`config.mk`:
```
export PLATFORM = sky130hd
export DESIGN_NAME = adsr_envelope_flat
export DESIGN_NICKNAME = d
export VERILOG_FILES = /design/src/rtl/adsr_envelope_if.sv /design/src/rtl/adsr_envelope.sv /design/src/flat_wrapper.sv
export SDC_FILE = /design/constraint.sdc
export NUM_CORES = 1
export LEC_CHECK = 0
export BUFFER_PORTS_ARGS = -buffer_cell sky130_fd_sc_hd__buf_2
export CAP_MARGIN = 10
export CORE_UTILIZATION = 55
export DETAILED_ROUTE_END_ITERATION = 12
export HOLD_SLACK_MARGIN = 0.08
export PLACE_DENSITY = 0.8
export SYNTH_ARGS = -nofsm -noshare
export SYNTH_HDL_FRONTEND = slang
export SYNTH_SLANG_ARGS = --single-unit
export TNS_END_PERCENT = 1
```
`constraint.sdc`:
```
create_clock -name clk -period 3 [get_ports clk]
set_input_delay 0 -clock clk [delete_from_list [all_inputs] [get_ports clk]]
set_output_delay 0 -clock clk [all_outputs]
set_load 0.03 [all_outputs]
```
`src/rtl/adsr_envelope_if.sv`:
```
// Envelope control/status bundle between the sequencer and one envelope voice.
// Latency: none (wires only).
// Backpressure: none; the envelope samples controls every clock and advances on env_tick.
//
// Signals:
//   env_tick       shared envelope tick strobe
//   gate           note on/off, level-sensitive
//   attack_rate    ticks per attack step, minus 1
//   decay_rate     ticks per decay step, minus 1
//   sustain_level  sustain volume 0..63
//   release_rate   ticks per release step, minus 1
//   vol            envelope level to the oscillator
//   env_active     high whenever the envelope is not IDLE
//   stage          0 IDLE, 1 ATTACK, 2 DECAY, 3 SUSTAIN, 4 RELEASE
interface adsr_envelope_if #(
    parameter int RATE_WIDTH = 8
);
    logic                  env_tick;
    logic                  gate;
    logic [RATE_WIDTH-1:0] attack_rate;
    logic [RATE_WIDTH-1:0] decay_rate;
    logic [5:0]            sustain_level;
    logic [RATE_WIDTH-1:0] release_rate;
    logic [5:0]            vol;
    logic                  env_active;
    logic [2:0]            stage;

    // Sequencer side.
    modport master (
        output env_tick, gate, attack_rate, decay_rate, sustain_level, release_rate,
        input  vol, env_active, stage
    );

    // Envelope side.
    modport slave (
        input  env_tick, gate, attack_rate, decay_rate, sustain_level, release_rate,
        output vol, env_active, stage
    );
endinterface

```
`src/rtl/adsr_envelope.sv`:
```
// Per-voice ADSR envelope generator producing the 6-bit oscillator volume word.
// Latency: a step taken on a tick at cycle N shows on vol at N+1; stage and env_active update with the state.
// Backpressure: none; the level moves only on env_tick, and the gate is sampled every clock.
//
// Ports:
//   clk             system clock
//   rst_active_low  asynchronous active-low reset
//   bus             adsr_envelope_if.slave (controls in, vol/env_active/stage out)
//
// Build option: define ADSR_RETRIG_EN so that a gate rise from any state clears the level
// and restarts ATTACK. Left undefined, retrigger is legato: ATTACK starts from the current
// level, and a rise is honoured only from IDLE or RELEASE.
module adsr_envelope #(
    parameter int RATE_WIDTH = 8
) (
    input  logic           clk,
    input  logic           rst_active_low,
    adsr_envelope_if.slave bus
);

    typedef enum logic [2:0] {
        S_IDLE    = 3'd0,
        S_ATTACK  = 3'd1,
        S_DECAY   = 3'd2,
        S_SUSTAIN = 3'd3,
        S_RELEASE = 3'd4
    } state_t;

    localparam logic [5:0] LEVEL_MAX = 6'd63;

    state_t                state_q, state_d;
    logic [5:0]            level_q, level_d;
    logic [RATE_WIDTH-1:0] rate_cnt_q, rate_cnt_d;
    logic                  gate_q;
    logic [2:0]            stage_q;
    logic                  env_active_q;

    logic rise;
    logic fall;
    logic trig_ok;
    logic step_now;

    assign rise = bus.gate & ~gate_q;
    assign fall = ~bus.gate & gate_q;

`ifdef ADSR_RETRIG_EN
    // Any rise restarts the note, even if the preceding fall was missed.
    assign trig_ok = 1'b1;
`else
    // Legato: a rise only matters when the note is not already held.
    assign trig_ok = (state_q == S_IDLE) || (state_q == S_RELEASE);
`endif

    // The rate counter has run out on a tick, so a level step is due this cycle.
    assign step_now = bus.env_tick && (rate_cnt_q == '0);

    always_comb begin
        state_d    = state_q;
        level_d    = level_q;
        rate_cnt_d = rate_cnt_q;

        if (rise && trig_ok) begin
            state_d    = S_ATTACK;
            rate_cnt_d = bus.attack_rate;
`ifdef ADSR_RETRIG_EN
            level_d    = '0;
`endif
        end else if (fall && (state_q == S_ATTACK || state_q == S_DECAY ||
                              state_q == S_SUSTAIN)) begin
            // Any step that would have happened this cycle is dropped.
            state_d    = S_RELEASE;
            rate_cnt_d = bus.release_rate;
        end else begin
            case (state_q)
                S_ATTACK: begin
                    if (level_q == LEVEL_MAX) begin
                        state_d    = S_DECAY;
                        rate_cnt_d = bus.decay_rate;
                    end else if (bus.env_tick) begin
                        if (step_now) begin
                            level_d    = level_q + 6'd1;
                            rate_cnt_d = bus.attack_rate;
                        end else begin
                            rate_cnt_d = rate_cnt_q - RATE_WIDTH'(1);
                        end
                    end
                end
                S_DECAY: begin
                    // Checked every clock, so a sustain at or above the level exits at once.
                    if (level_q <= bus.sustain_level) begin
                        state_d    = S_SUSTAIN;
                        rate_cnt_d = '0;
                    end else if (bus.env_tick) begin
                        if (step_now) begin
                            level_d    = level_q - 6'd1;
                            rate_cnt_d = bus.decay_rate;
                        end else begin
                            rate_cnt_d = rate_cnt_q - RATE_WIDTH'(1);
                        end
                    end
                end
                S_SUSTAIN: begin
                    // Follows live sustain edits one clock later.
                    level_d = bus.sustain_level;
                end
                S_RELEASE: begin
                    if (level_q == '0) begin
                        state_d    = S_IDLE;
                        rate_cnt_d = '0;
                    end else if (bus.env_tick) begin
                        if (step_now) begin
                            level_d    = level_q - 6'd1;
                            rate_cnt_d = bus.release_rate;
                        end else begin
                            rate_cnt_d = rate_cnt_q - RATE_WIDTH'(1);
                        end
                    end
                end
                default: begin
                    state_d = S_IDLE;
                end
            endcase
        end
    end

    always_ff @(posedge clk or negedge rst_active_low) begin
        if (!rst_active_low) begin
            state_q      <= S_IDLE;
            level_q      <= '0;
            rate_cnt_q   <= '0;
            gate_q       <= 1'b0;
            stage_q      <= 3'd0;
            env_active_q <= 1'b0;
        end else begin
            state_q      <= state_d;
            level_q      <= level_d;
            rate_cnt_q   <= rate_cnt_d;
            gate_q       <= bus.gate;
            stage_q      <= state_d;
            env_active_q <= (state_d != S_IDLE);
        end
    end

    // The level register drives vol directly, so vol always equals the level.
    assign bus.vol        = level_q;
    assign bus.stage      = stage_q;
    assign bus.env_active = env_active_q;

endmodule
```
`src/flat_wrapper.sv`:
```
// flat-port wrapper written by rule: the top's interface ports become plain ports
module adsr_envelope_flat 
#(
    parameter int RATE_WIDTH = 8
)
  (clk, rst_active_low, bus_env_tick, bus_gate, bus_attack_rate, bus_decay_rate, bus_sustain_level, bus_release_rate, bus_vol, bus_env_active, bus_stage);
  adsr_envelope_if #(.RATE_WIDTH(RATE_WIDTH)) bus_i ();
  input  logic clk;
  input  logic rst_active_low;
  input wire logic [$bits(bus_i.env_tick)-1:0] bus_env_tick;
  input wire logic [$bits(bus_i.gate)-1:0] bus_gate;
  input wire logic [$bits(bus_i.attack_rate)-1:0] bus_attack_rate;
  input wire logic [$bits(bus_i.decay_rate)-1:0] bus_decay_rate;
  input wire logic [$bits(bus_i.sustain_level)-1:0] bus_sustain_level;
  input wire logic [$bits(bus_i.release_rate)-1:0] bus_release_rate;
  output wire logic [$bits(bus_i.vol)-1:0] bus_vol;
  output wire logic [$bits(bus_i.env_active)-1:0] bus_env_active;
  output wire logic [$bits(bus_i.stage)-1:0] bus_stage;
  assign bus_i.env_tick = bus_env_tick;
  assign bus_i.gate = bus_gate;
  assign bus_i.attack_rate = bus_attack_rate;
  assign bus_i.decay_rate = bus_decay_rate;
  assign bus_i.sustain_level = bus_sustain_level;
  assign bus_i.release_rate = bus_release_rate;
  assign bus_vol = bus_i.vol;
  assign bus_env_active = bus_i.env_active;
  assign bus_stage = bus_i.stage;
  adsr_envelope #(.RATE_WIDTH(RATE_WIDTH)) u_core (.clk(clk), .rst_active_low(rst_active_low), .bus(bus_i));
endmodule
```
# Word level (Yosys, flattened, before mapping)
# Index checks and enable logic that the tools add are counted.
# word_totals
ff_bits	19
in_bits	34
output_inout_bits	10
word_cells	68
# classes
addsub	3
order_cmp	1
eq_ne	13
muxes	26
bitwise_logic	6
n_reduce_logical	14
# op_table
op	n
$mux 8	11
$mux 6	7
$pmux 6 s4	1
$pmux 8 s3	1
$mux 3	5
$pmux 3 s4	1
$ne 5x4->1 const B	2
$logic_not 8->1	1
$ne 2x2->1 const B	4
$reduce_and 8->1	1
$sub 8x1->8 const B	1
$add 6x1->6 const B	1
$eq 3x2->1 const B	2
$eq 6x6->1 const B	1
$le 6x6->1	1
$logic_not 6->1	1
$sub 6x1->6 const B	1
$ne 5x5->1 const B	1
$reduce_bool 5->1	1
$not 1->1	4
$reduce_and 4->1	1
$reduce_bool 4->1	1
$eq 3x1->1 const B	1
$eq 3x3->1 const B	1
other kinds (6)	11

# Logic depth before layout (Yosys ltp)
# Gate-level depths: netlist of run 1.
# depth
depth_word	8
ltp_mapped	10
mapped_depth_nobuf	10

# Worst setup path after synthesis of run 1
# Ideal clock, no wire load.
# synth_path
path_type	reg-to-reg
start	register u_core.state_q[2]
end	register u_core.level_q[5] (netlist: u_core.bus.vol[5])
setup_time_ns	0.121
arrival_time_ns	2.586
t_required_ns	2.879
setup_slack_ns	0.293
path_stages_with_launch	11
n_path_buf	0
synth_period_minus_slack_ns	2.707
path_cell_list	dfrtp_1 -> nor3b_2 -> nor2_1 -> inv_2 -> ha_1 -> a211oi_1 -> o21bai_1 -> a21oi_1 -> xnor2_1 -> a21oi_1 -> o22a_1
# synth_via
elab_chain_len	6
elab_cells_between_ends	20
classes_between	9 x eq/ne; 1 x mux; 2 x bitwise; 8 x reduce/logical
# synth_rtl
item	line_no	source
from (decl)	adsr_envelope.sv:31	state_t state_q, state_d;
from (signal assigned)	adsr_envelope.sv:135	state_q <= state_d;
$eq 3x1->1 or $eq 3x2->1 (tied branches)	adsr_envelope.sv:68, adsr_envelope.sv:74	
$logic_or 1x1->1 (2 in a row)	adsr_envelope.sv:68	end else if (fall && (state_q == S_ATTACK || state_q == S_DECAY ||
$logic_and 1x1->1	adsr_envelope.sv:68	
$not 1->1 (no source line)	-	
$reduce_and 8->1 (no source line)	-	
to (signal assigned)	adsr_envelope.sv:136	level_q <= level_d;
to (decl)	adsr_envelope.sv:32	logic [5:0] level_q, level_d;
# Several ways; a longest one is shown, not always the timed one.
# A chain may end at the register's enable or synchronous reset.

# Worst setup path after layout of run 1
# layout_path
start	register u_core.level_q[4] (netlist: u_core.bus.vol[4])
end	register u_core.rate_cnt_q[4]
# layout_via
elab_chain_len	5
elab_cells_between_ends	13
classes_between	1 x order compare; 4 x eq/ne; 6 x mux; 2 x reduce/logical
# layout_rtl
item	line_no	source
$le 6x6->1 (tied with other cells)	adsr_envelope.sv:90	if (level_q <= bus.sustain_level) begin
$mux 8 (on tied branches)	adsr_envelope.sv:90, adsr_envelope.sv:76, adsr_envelope.sv:107	
$pmux 8 s3	adsr_envelope.sv:74	case (state_q)
$mux 8	adsr_envelope.sv:68	
$mux 8	adsr_envelope.sv:62	if (rise && trig_ok) begin
to (signal assigned)	adsr_envelope.sv:137	rate_cnt_q <= rate_cnt_d;
to (decl)	adsr_envelope.sv:33	logic [RATE_WIDTH-1:0] rate_cnt_q, rate_cnt_d;
# Several ways; a longest one is shown, not always the timed one.

==> qor.yml, run 1 <==
synthesis:
  syn_inst: 250
  ys_top_cells_by_area: "dfrtp_1 23%, ha_1 7.2%, a21oi_1 4.8%"
  seq_area_frac_synth_pct: 22.8
  syn-num-nets: 297
  ys.flop_type: "dfrtp_1"
  netlist.area_leader.share_pct: 22.8
  yosysWarnings: 0
  ys_ff_latch: 19
  synth.largest_area_cell: "dfrtp_1"
  avgSynthCellArea_um2: 8.34
  synth-edff-count: 0
  synth_area_um2: 2080
  synth_cell_type_count: 68
  async_flop_share_pct: 100
die:
  num_io_pins: 44
  rows: 22
  die_w_um: 63.6
  core_um2: 3660
  dieArea_um2: 4040
  initial_core_util_pct: 56.9
  die_h_um: 63.6
placed_design:
  port_buffers: 43
  dp.cells: 343
  dpl.hpwl_mm: 4.77
  globalplace.congestion: 0.941
worst_setup_path:
  slowest_stage: "o21ai_1"
  cp-start-kind: "register"
  required_ns: 3.17
  arrival_ns: 2.87
  crit_chain: "ha_1 -> nand4_1 -> o21bai_2 -> a31o_1 -> o21ai_1 -> a211oi_1 -> o31ai_1"
  path_delay_family: "compound AO/OA/AOI/OAI gates"
  endpoint_kind: "register"
  crit_fanout: 8
  path_class: "register to register"
  slowest_delay_ns: 0.52
  crit_buf_inv: 0
grt:
  grt_pass1_vias: 2251
  antenna_found_initial: 0
  grt.overflow.total: 0
  grt_max_degree: 20
  grt_first_pass_wirelength_mm: 10.7
  track_usage_pct: 33.7
clock_network:
  cts_tree: "yes"
  path_clk_slew_ns: 0.08
  cts_made_buffers: 3
  root_buffer: "clkbuf_8"
  post_cts_buffers: 0
  clk_latency_ns: 0.26
  cts-htree-levels: 1
  clkSinkCount: 19
  clockBufferDepth: 2
timing:
  setup_viol: 0
  fin_skew_ns: 0.00528
  post-route-min-period_ns: 2.71
  slew_headroom_pct: 35.2
  rsz0062_at_grt: "no"
  finalSetupTns_ns: 0
  finalMaxSlewViolations: 0
  max_slew.worst_pin.slew_ns: 0.965
  post-route-period-util_pct: 90.2
  max_freq_mhz: 370
  finalHoldViolations: 0
detailed_routing:
  drtAntennaViolNets: 0
  drc: 0
  wirelength_mm: 6.50
  wl_per_cell_um: 18.0
  drtIter0Drc: 360
  num_vias: 2378
  drt-pass1-iter-count: 6
  vias_per_cell: 6.59
layout:
  area_growth_pct: 23.4
  layout-drive-gt1-share_pct: 23.0
  antenna_cells: 0
  nets: 361
  fin_util_pct: 70.3
  final_cells: 361
outcome:
  outcome: "finished, final reports clean"
pwr:
  p_per_area_nw_per_um2: 933
  leakage_nw: 1.15
  worst_ir_drop_vdd_mv: 0.518
worst_hold_path:
  hold_path_class: "input pin to register"
flow_run:
  drv_cap: 0
## cell type report
| cell class | instances | area (µm²) |
|---|---|---|
| Fill cell | 304 | 1090 |
| Clock buffer | 4 | 45.0 |
| Tap cell | 48 | 60.1 |
| Sequential cell | 19 | 475 |
| Inverter | 11 | 41.3 |
| Multi-Input combinational cell | 213 | 1530 |
| Timing Repair Buffer | 66 | 423 |
## path summary, 6_finish.rpt
check | from | endpoint | slack (ns) | cells after the start
max in group asynchronous | rst_active_low | u_core.bus.vol[1] | 2.44 | 2
worst max register to register | u_core.bus.vol[4] | u_core.rate_cnt_q[4] | 0.29 | 7
worst min-delay path | bus_sustain_level[0] | u_core.bus.vol[0] | 0.11 | 3
worst min register to register | u_core.bus.vol[2] | u_core.bus.vol[2] | 0.62 | 2
min in group asynchronous | rst_active_low | u_core.rate_cnt_q[1] | 0.23 | 2
worst max-delay path | u_core.bus.vol[4] | u_core.rate_cnt_q[4] | 0.29 | 7
## worst min-delay path, stage by stage
cell and delay [ns]:
buf_2 0.10, a21oi_1 0.07, o21ai_0 0.15
## cell families (layout without fill, tap and decap cells)
family,Yosys count,count (layout),synth area share (%)
AND/OR/NAND/NOR,83,83,22.0
multiplexers,3,3,1.50
AO/OA/AOI/OAI,107,107,38.7
adder cells (fa/ha/maj),13,13,8.16
flip-flops,19,19,22.8
buffers and inverters,18,81,3.90
XOR/XNOR,7,7,2.94
## Yosys cell counts (3+ instances only)
| cell type | instances |
|---|---|
| a211oi_1 | 8 |
| a21oi_1 | 20 |
| a2bb2oi_1 | 3 |
| a31oi_1 | 5 |
| a32oi_1 | 6 |
| and2_1 | 3 |
| and3_1 | 3 |
| clkbuf_1 | 3 |
| dfrtp_1 | 19 |
| ha_1 | 12 |
| inv_1 | 10 |
| nand2_1 | 16 |
| nand2b_1 | 4 |
| nand3_1 | 5 |
| nand3b_1 | 3 |
| nor2_1 | 23 |
| nor3_1 | 7 |
| o211ai_1 | 5 |
| o21ai_0 | 11 |
| o21ai_1 | 6 |
| o221a_1 | 3 |
| o22a_1 | 4 |
| o31ai_1 | 5 |
| or3_1 | 3 |
| xnor2_1 | 6 |
## state kept, by name, summed over array words and instances (netlist names)
signal,cells
u_core.rate_cnt_q,8
u_core.bus.vol,6
u_core.bus.env_active,1
u_core.gate_q,1
u_core.state_q,3
## per-stage QoR
stage                     hold slack (ns)  setup WS, ns  power (mW)  cell area (µm²)
after floorplan                    -0.296         0.293        1.75             2080
after global placement            -0.0222         0.405        2.12             2390
after detailed placement          -0.0264         0.369        2.16             2390
after CTS                           0.113         0.334        2.37             2570
after global routing                0.153         0.127        2.58             2570
final                               0.107         0.294        2.40             2570
## where the power goes
group          switching (mW)  internal (mW)  leakage (nW)  total, mW
sequential              0.205          0.370         0.235      0.574
clock                  0.0893         0.0946        0.0228      0.184
combinational           0.920          0.722         0.889       1.64
total                    1.21           1.19          1.15       2.40
## layer usage
metal	vias up	track usage, %	share of wire [%]	wire (µm)
met5	-	0	0	0
met4	0	14.5	3.0	195
met3	19	5.25	7.1	464
met2	130	55.7	48	3130
met1	1118	42.9	42	2710
li1	1111	-	-	-
## cell usage in the layout (no fill, tap or decap), types with 7 or more instances in the layout
cell type and count:
nor2_1 23, nor3_1 7, ha_1 12, buf_4 9, nand2_1 16, dlygate4sd3_1 14, inv_1 10, o21ai_0 11
buf_2 43, a211oi_1 8, a21oi_1 20, dfrtp_1 19
## repair_timing
item                       CTS  global route
hold buffers                14             0
resized for setup            0             0
setup endpoints to repair    0             0
hold endpoints to repair    27             0
(Power assumes the default switching activity.)
==> run 2: changes to the inputs <==
--- a/config.mk
+++ b/config.mk
@@ -7,6 +7,8 @@
 export LEC_CHECK = 0
 export BUFFER_PORTS_ARGS = -buffer_cell sky130_fd_sc_hd__buf_2
 export CAP_MARGIN = 10
+export CORE_ASPECT_RATIO = 1.5
+export CORE_MARGIN = 2
 export CORE_UTILIZATION = 55
 export DETAILED_ROUTE_END_ITERATION = 12
 export HOLD_SLACK_MARGIN = 0.08
==> qor.yml, run 2 (same netlist as run 1, synthesis figures left out) <==
timing:
  setup_ws_ns: 0.0559
  finalMaxSlewViolations: 0
  hold_slack_ns: 0.117
  post-route-min-period_ns: 2.94
  finalHoldViolations: 0
  max_slew.worst_pin.slew_ns: 0.691
  setup_viol: 0
  finalSetupTns_ns: 0
  post-route-period-util_pct: 98.1
  slew_headroom_pct: 53.9
  fin_skew_ns: 0.00472
  max_freq_mhz: 340
placed_design:
  pre_cts_ws_ns: 0.460
  globalplace.congestion: 0.944
  placed_cell_area_um2: 2390
  dp.cells: 339
  port_buffers: 43
  dpl.hpwl_mm: 5.03
worst_setup_path:
  endpoint_kind: "register"
  cp-start-kind: "register"
  slowest_delay_ns: 0.59
  path_delay_family: "compound AO/OA/AOI/OAI gates"
  arrival_ns: 3.14
  crit_chain: "ha_1 -> and3_1 -> o21ai_4 -> a31oi_2 -> a211o_4 -> o21ba_4 -> o31ai_1 -> dlygate4sd3_1"
  crit_fanout: 7
  crit_buf_inv: 1
  path_class: "register to register"
  required_ns: 3.20
  slowest_stage: "dlygate4sd3_1"
flow_run:
  drv_cap: 0
layout:
  mostFrequentLayoutCells: "43 x buf_2, 21 x nor2_1, 20 x a21oi_1"
  fin_util_pct: 74.8
  largest_reg_flops: 8
  layout-drive-gt1-share_pct: 29.9
  final_common_cell: "buf_2"
  top_register: "u_core.rate_cnt_q"
  nets: 372
  nFillCells: 274
  area_growth_pct: 30.9
  antenna_cells: 0
  final_cells: 367
  final_area_um2: 2730
outcome:
  outcome: "finished, final reports clean"
pwr:
  switching_share_pct: 49.4
  seq_power_share_pct: 21.9
  switchingPower_mw: 1.31
  p_per_area_nw_per_um2: 971
  power_mw: 2.65
  leakage_nw: 1.22
  p_int_mw: 1.34
  worst_ir_drop_vdd_mv: 0.636
  pwr-share-clk_pct: 7.4
  pwr-share-comb_pct: 70.7
detailed_routing:
  num_vias: 2510
  drtIter0Drc: 142
  drtAntennaViolNets: 0
  drc: 0
  wl_per_cell_um: 19.2
  drt-pass1-iter-count: 5
  vias_per_cell: 6.84
  wirelength_mm: 7.04
die:
  die_w_um: 54.3
  dieArea_um2: 4310
  die_h_um: 79.4
  rows: 27
  initial_core_util_pct: 57.1
  num_io_pins: 44
  core_um2: 3650
clock_network:
  clockBufferDepth: 2
  cts_tree: "yes"
  root_buffer: "clkbuf_8"
  clk_latency_ns: 0.27
  clkSinkCount: 19
  path_clk_slew_ns: 0.08
  cts_made_buffers: 3
  cts-htree-levels: 1
grt:
  grt_pass1_vias: 2306
  grt.overflow.total: 0
  track_usage_pct: 33.3
  antenna_found_initial: 0
  grt_first_pass_wirelength_mm: 10.8
  grt_max_degree: 20
worst_hold_path:
  hold_path_class: "input pin to register"
-- run 2: cell count changes in the layout (fill, tap and decap cells not counted), moves of 2 or more --
| cell | before | now |
|---|---|---|
| buf_4 | 9 | 18 |
| dfrtp_1 | 19 | 12 |
| dfrtp_2 | 0 | 7 |
| nor2_1 | 23 | 21 |
| o21ai_4 | 0 | 2 |
-- run 2: what timing repair did --
item / CTS / global route
endpoints found under the setup margin: 0 / 5
buffers inserted: 0 / 9
endpoints found under the hold margin: 28 / 0
resized for setup: 0 / 19
hold buffers: 15 / 0
-- run 2: worst paths after layout --
kind / startpoint / depth (start not counted) / slack, ns / to
worst max-delay path: u_core.bus.vol[4] / 8 / 0.06 / u_core.rate_cnt_q[0]
min in group asynchronous: rst_active_low / 2 / 0.21 / u_core.gate_q
worst max register to register: u_core.bus.vol[4] / 8 / 0.06 / u_core.rate_cnt_q[0]
worst min register to register: u_core.bus.vol[3] / 2 / 0.59 / u_core.bus.vol[3]
max in group asynchronous: rst_active_low / 2 / 2.43 / u_core.rate_cnt_q[0]
worst min-delay path: bus_attack_rate[7] / 3 / 0.12 / u_core.rate_cnt_q[7]
-- run 2: cell type report --
cell class	count	area (µm²)	area share, %
clock buffers	3	41.3	1.51
clock inverters	1	7.51	0.275
inverters	11	41.3	1.51
multi-input cells	213	1590	58.2
flip-flops and latches	19	484	17.7
well taps	43	53.8	1.97
repair buffers	77	512	18.8
-- run 2: power by group through the flow --
stage                     clock (mW)  combinational, mW  sequential, mW
final                          0.196               1.87           0.580
after global routing           0.208               2.03           0.597
after CTS                      0.195               1.69           0.582
after detailed placement           0               1.58           0.588
after global placement             0               1.54           0.581
after floorplan                    0               1.11           0.640
-- run 2: routing by layer --
metal | track usage, % | share of wire, % | routed length [µm] | up-vias
met1 | 39.3 | 36 | 2560 | 1155
li1 | - | - | - | 1134
met5 | 0 | 0 | 0 | -
met4 | 19.5 | 6.5 | 457 | 0
met3 | 3.00 | 7.3 | 514 | 48
met2 | 56.0 | 50 | 3510 | 173
-- run 2: worst register-to-register path, cell delays in order (launching register included) --
cell and delay, ns:
dfrtp_2 0.43, ha_1 0.33, and3_1 0.23, o21ai_4 0.23, a31oi_2 0.16, a211o_4 0.41, o21ba_4 0.25, o31ai_1 0.26
dlygate4sd3_1 0.59
==> run 3: changes to the inputs <==
--- a/config.mk
+++ b/config.mk
@@ -5,14 +5,14 @@
 export SDC_FILE = /design/constraint.sdc
 export NUM_CORES = 1
 export LEC_CHECK = 0
+export ABC_AREA = 1
 export BUFFER_PORTS_ARGS = -buffer_cell sky130_fd_sc_hd__buf_2
-export CAP_MARGIN = 10
 export CORE_ASPECT_RATIO = 1.5
 export CORE_MARGIN = 2
-export CORE_UTILIZATION = 55
+export CORE_UTILIZATION = 57
 export DETAILED_ROUTE_END_ITERATION = 12
 export HOLD_SLACK_MARGIN = 0.08
-export PLACE_DENSITY = 0.8
+export PLACE_DENSITY_LB_ADDON = 0.05
 export SYNTH_ARGS = -nofsm -noshare
 export SYNTH_HDL_FRONTEND = slang
 export SYNTH_SLANG_ARGS = --single-unit
==> qor.yml, run 3 <==
synthesis:
  synth_area_um2: 2320
  ys_top_cells_by_area: "nand2_1 23%, dfrtp_1 20%, nand3_1 13%"
  syn-num-nets: 443
  syn_inst: 396
  ys_top_cells_by_count: "145 x nand2_1, 60 x nand3_1, 44 x inv_1"
  yosys.cell_count.top_type: "nand2_1"
  async_flop_share_pct: 100
  seq_area_frac_synth_pct: 20.5
  avgSynthCellArea_um2: 5.87
  ys.flop_type: "dfrtp_1"
  yosysWarnings: 0
  ys_ff_latch: 19
  netlist.area_leader.share_pct: 23.4
  synth.largest_area_cell: "nand2_1"
  synth_cell_type_count: 33
  synth-edff-count: 0
grt:
  grt_pass1_vias: 2402
  grt_max_degree: 20
  antenna_found_initial: 0
  track_usage_pct: 29.3
  grt.overflow.total: 0
  grt_first_pass_wirelength_mm: 10.8
detailed_routing:
  wirelength_mm: 6.55
  drtAntennaViolNets: 0
  drtIter0Drc: 237
  num_vias: 2622
  vias_per_cell: 5.38
  wl_per_cell_um: 13.5
  drc: 0
  drt-pass1-iter-count: 4
worst_setup_path:
  worst_r2r_startpoint: "u_core.state_q[1]"
  reg2reg_slack_ns: 0.71
  worstRegToRegCells: 15
  path_class: "register to register"
  required_ns: 3.16
  crit_fanout: 7
  crit_path_start: "u_core.state_q[1]"
  cp-start-kind: "register"
  endpoint_kind: "register"
  arrival_ns: 2.45
  reg2reg_to: "u_core.bus.vol[5]"
clock_network:
  path_clk_slew_ns: 0.08
  clkSinkCount: 19
  cts-htree-levels: 1
  clk_latency_ns: 0.26
  root_buffer: "clkbuf_8"
  cts_tree: "yes"
  clockBufferDepth: 2
  cts_made_buffers: 3
  cts_resized: 0
layout:
  largest_reg_flops: 8
  final_common_cell: "nand2_1"
  multiInputGateArea_um2: 1570
  antenna_cells: 0
  nFillCells: 402
  top_register: "u_core.rate_cnt_q"
  area_growth_pct: 14.4
  mostFrequentLayoutCells: "145 x nand2_1, 60 x nand3_1, 44 x inv_1"
  layout-drive-gt1-share_pct: 18.6
  final_cells: 487
  nets: 490
  regArea_um2: 475
timing:
  setup_viol: 0
  rsz0062_at_grt: "no"
  slew_headroom_pct: 54.8
  finalSetupTns_ns: 0
  finalMaxSlewViolations: 0
  fin_skew_ns: 0.00511
  post-route-period-util_pct: 76.5
  post-route-min-period_ns: 2.29
  max_freq_mhz: 436
  max_slew.worst_pin.slew_ns: 0.677
  finalHoldViolations: 0
worst_hold_path:
  hold_depth: 5
  hold_path_class: "input pin to register"
  holdCritStartpoint: "bus_release_rate[2]"
  holdPathEnd: "u_core.rate_cnt_q[2]"
pwr:
  pwr-share-comb_pct: 72.1
  switchingPower_mw: 1.40
  switching_share_pct: 56.4
  pwr-share-clk_pct: 7.5
  worst_ir_drop_vdd_mv: 0.718
  seq_power_share_pct: 20.4
  leakage_nw: 1.55
  p_int_mw: 1.08
  p_per_area_nw_per_um2: 932
die:
  num_io_pins: 44
  die_h_um: 82.2
  rows: 28
  die_w_um: 56.1
  dieArea_um2: 4620
  core_um2: 3920
  initial_core_util_pct: 59.2
placed_design:
  dp.cells: 476
  globalplace.congestion: 0.917
  dpl.hpwl_mm: 5.04
  port_buffers: 43
outcome:
  outcome: "finished, final reports clean"
flow_run:
  drv_cap: 0
run 3: kinds of logic after synthesis:
logic type / share of synthesized area (%)
adders and majority gates: 7.32
DFF: 20.5
xor gates and xnor gates: 1.13
buffers and inverters: 11.8
and+or+nand+nor: 51.3
AOI/OAI and AO/OA: 7.97
run 3: area by class of cell:
cell class	instances	area share [%]
clock buffer	4	1.69
tap	45	2.12
inverter	53	7.57
timing repair buffer	53	11.6
multi-input combinational	313	59.2
sequential	19	17.9
run 3: routing by layer:
layer	wire (µm)	part of all wire [%]	track usage (%)	vias up
met2	3520	54	56.8	75
met4	138	2.1	9.76	0
li1	-	-	-	1347
met1	2580	39	34.1	1183
met3	320	4.9	1.87	17
met5	0	0	0	-
run 3: worst max-delay path by stage:
stage                                   end  depth (start not counted)
after floorplan           u_core.bus.vol[5]                         16
after global placement    u_core.bus.vol[5]                         15
after detailed placement  u_core.bus.vol[5]                         15
after CTS                 u_core.bus.vol[5]                         15
after global routing      u_core.bus.vol[5]                         15
final                     u_core.bus.vol[5]                         15
run 3: repair_timing:
item,4_1_cts,5_1_grt
hold buffers,7,0
hold endpoints to repair,25,0
setup buffers,0,0
run 3: worst max-delay path, stage by stage, from the launching register on:
cell,delay (ns)
dfrtp_1,0.46
nor2_2,0.21
nand2_4,0.09
nand2_1,0.23
ha_1,0.32
nand3_1,0.10
nand3_1,0.08
nand2_1,0.09
nand2_1,0.05
nand2_1,0.05
nand2_1,0.05
or2_1,0.20
nand3_1,0.06
o21ai_0,0.09
nand2_1,0.07
nand2_1,0.05
run 3: metrics by stage:
stage / utilization [%] / hold WS (ns) / setup WS [ns] / power (mW) / area [µm²]
after floorplan: - / -0.296 / 0.703 / 1.89 / 2320
after global placement: 64.9 / -0.0397 / 0.745 / 2.23 / 2540
after detailed placement: 64.9 / -0.0298 / 0.714 / 2.26 / 2540
after CTS: 67.8 / 0.0838 / 0.693 / 2.47 / 2660
after global routing: 67.8 / 0.109 / 0.496 / 2.76 / 2660
final: 67.8 / 0.0700 / 0.705 / 2.48 / 2660
run 3: power by group through the flow:
stage	Combinational (mW)	Clock, mW	Sequential (mW)
after floorplan	1.31	0	0.582
after CTS	1.78	0.184	0.504
after global routing	2.04	0.194	0.521
final	1.79	0.187	0.505
after global placement	1.73	0	0.504
after detailed placement	1.76	0	0.508
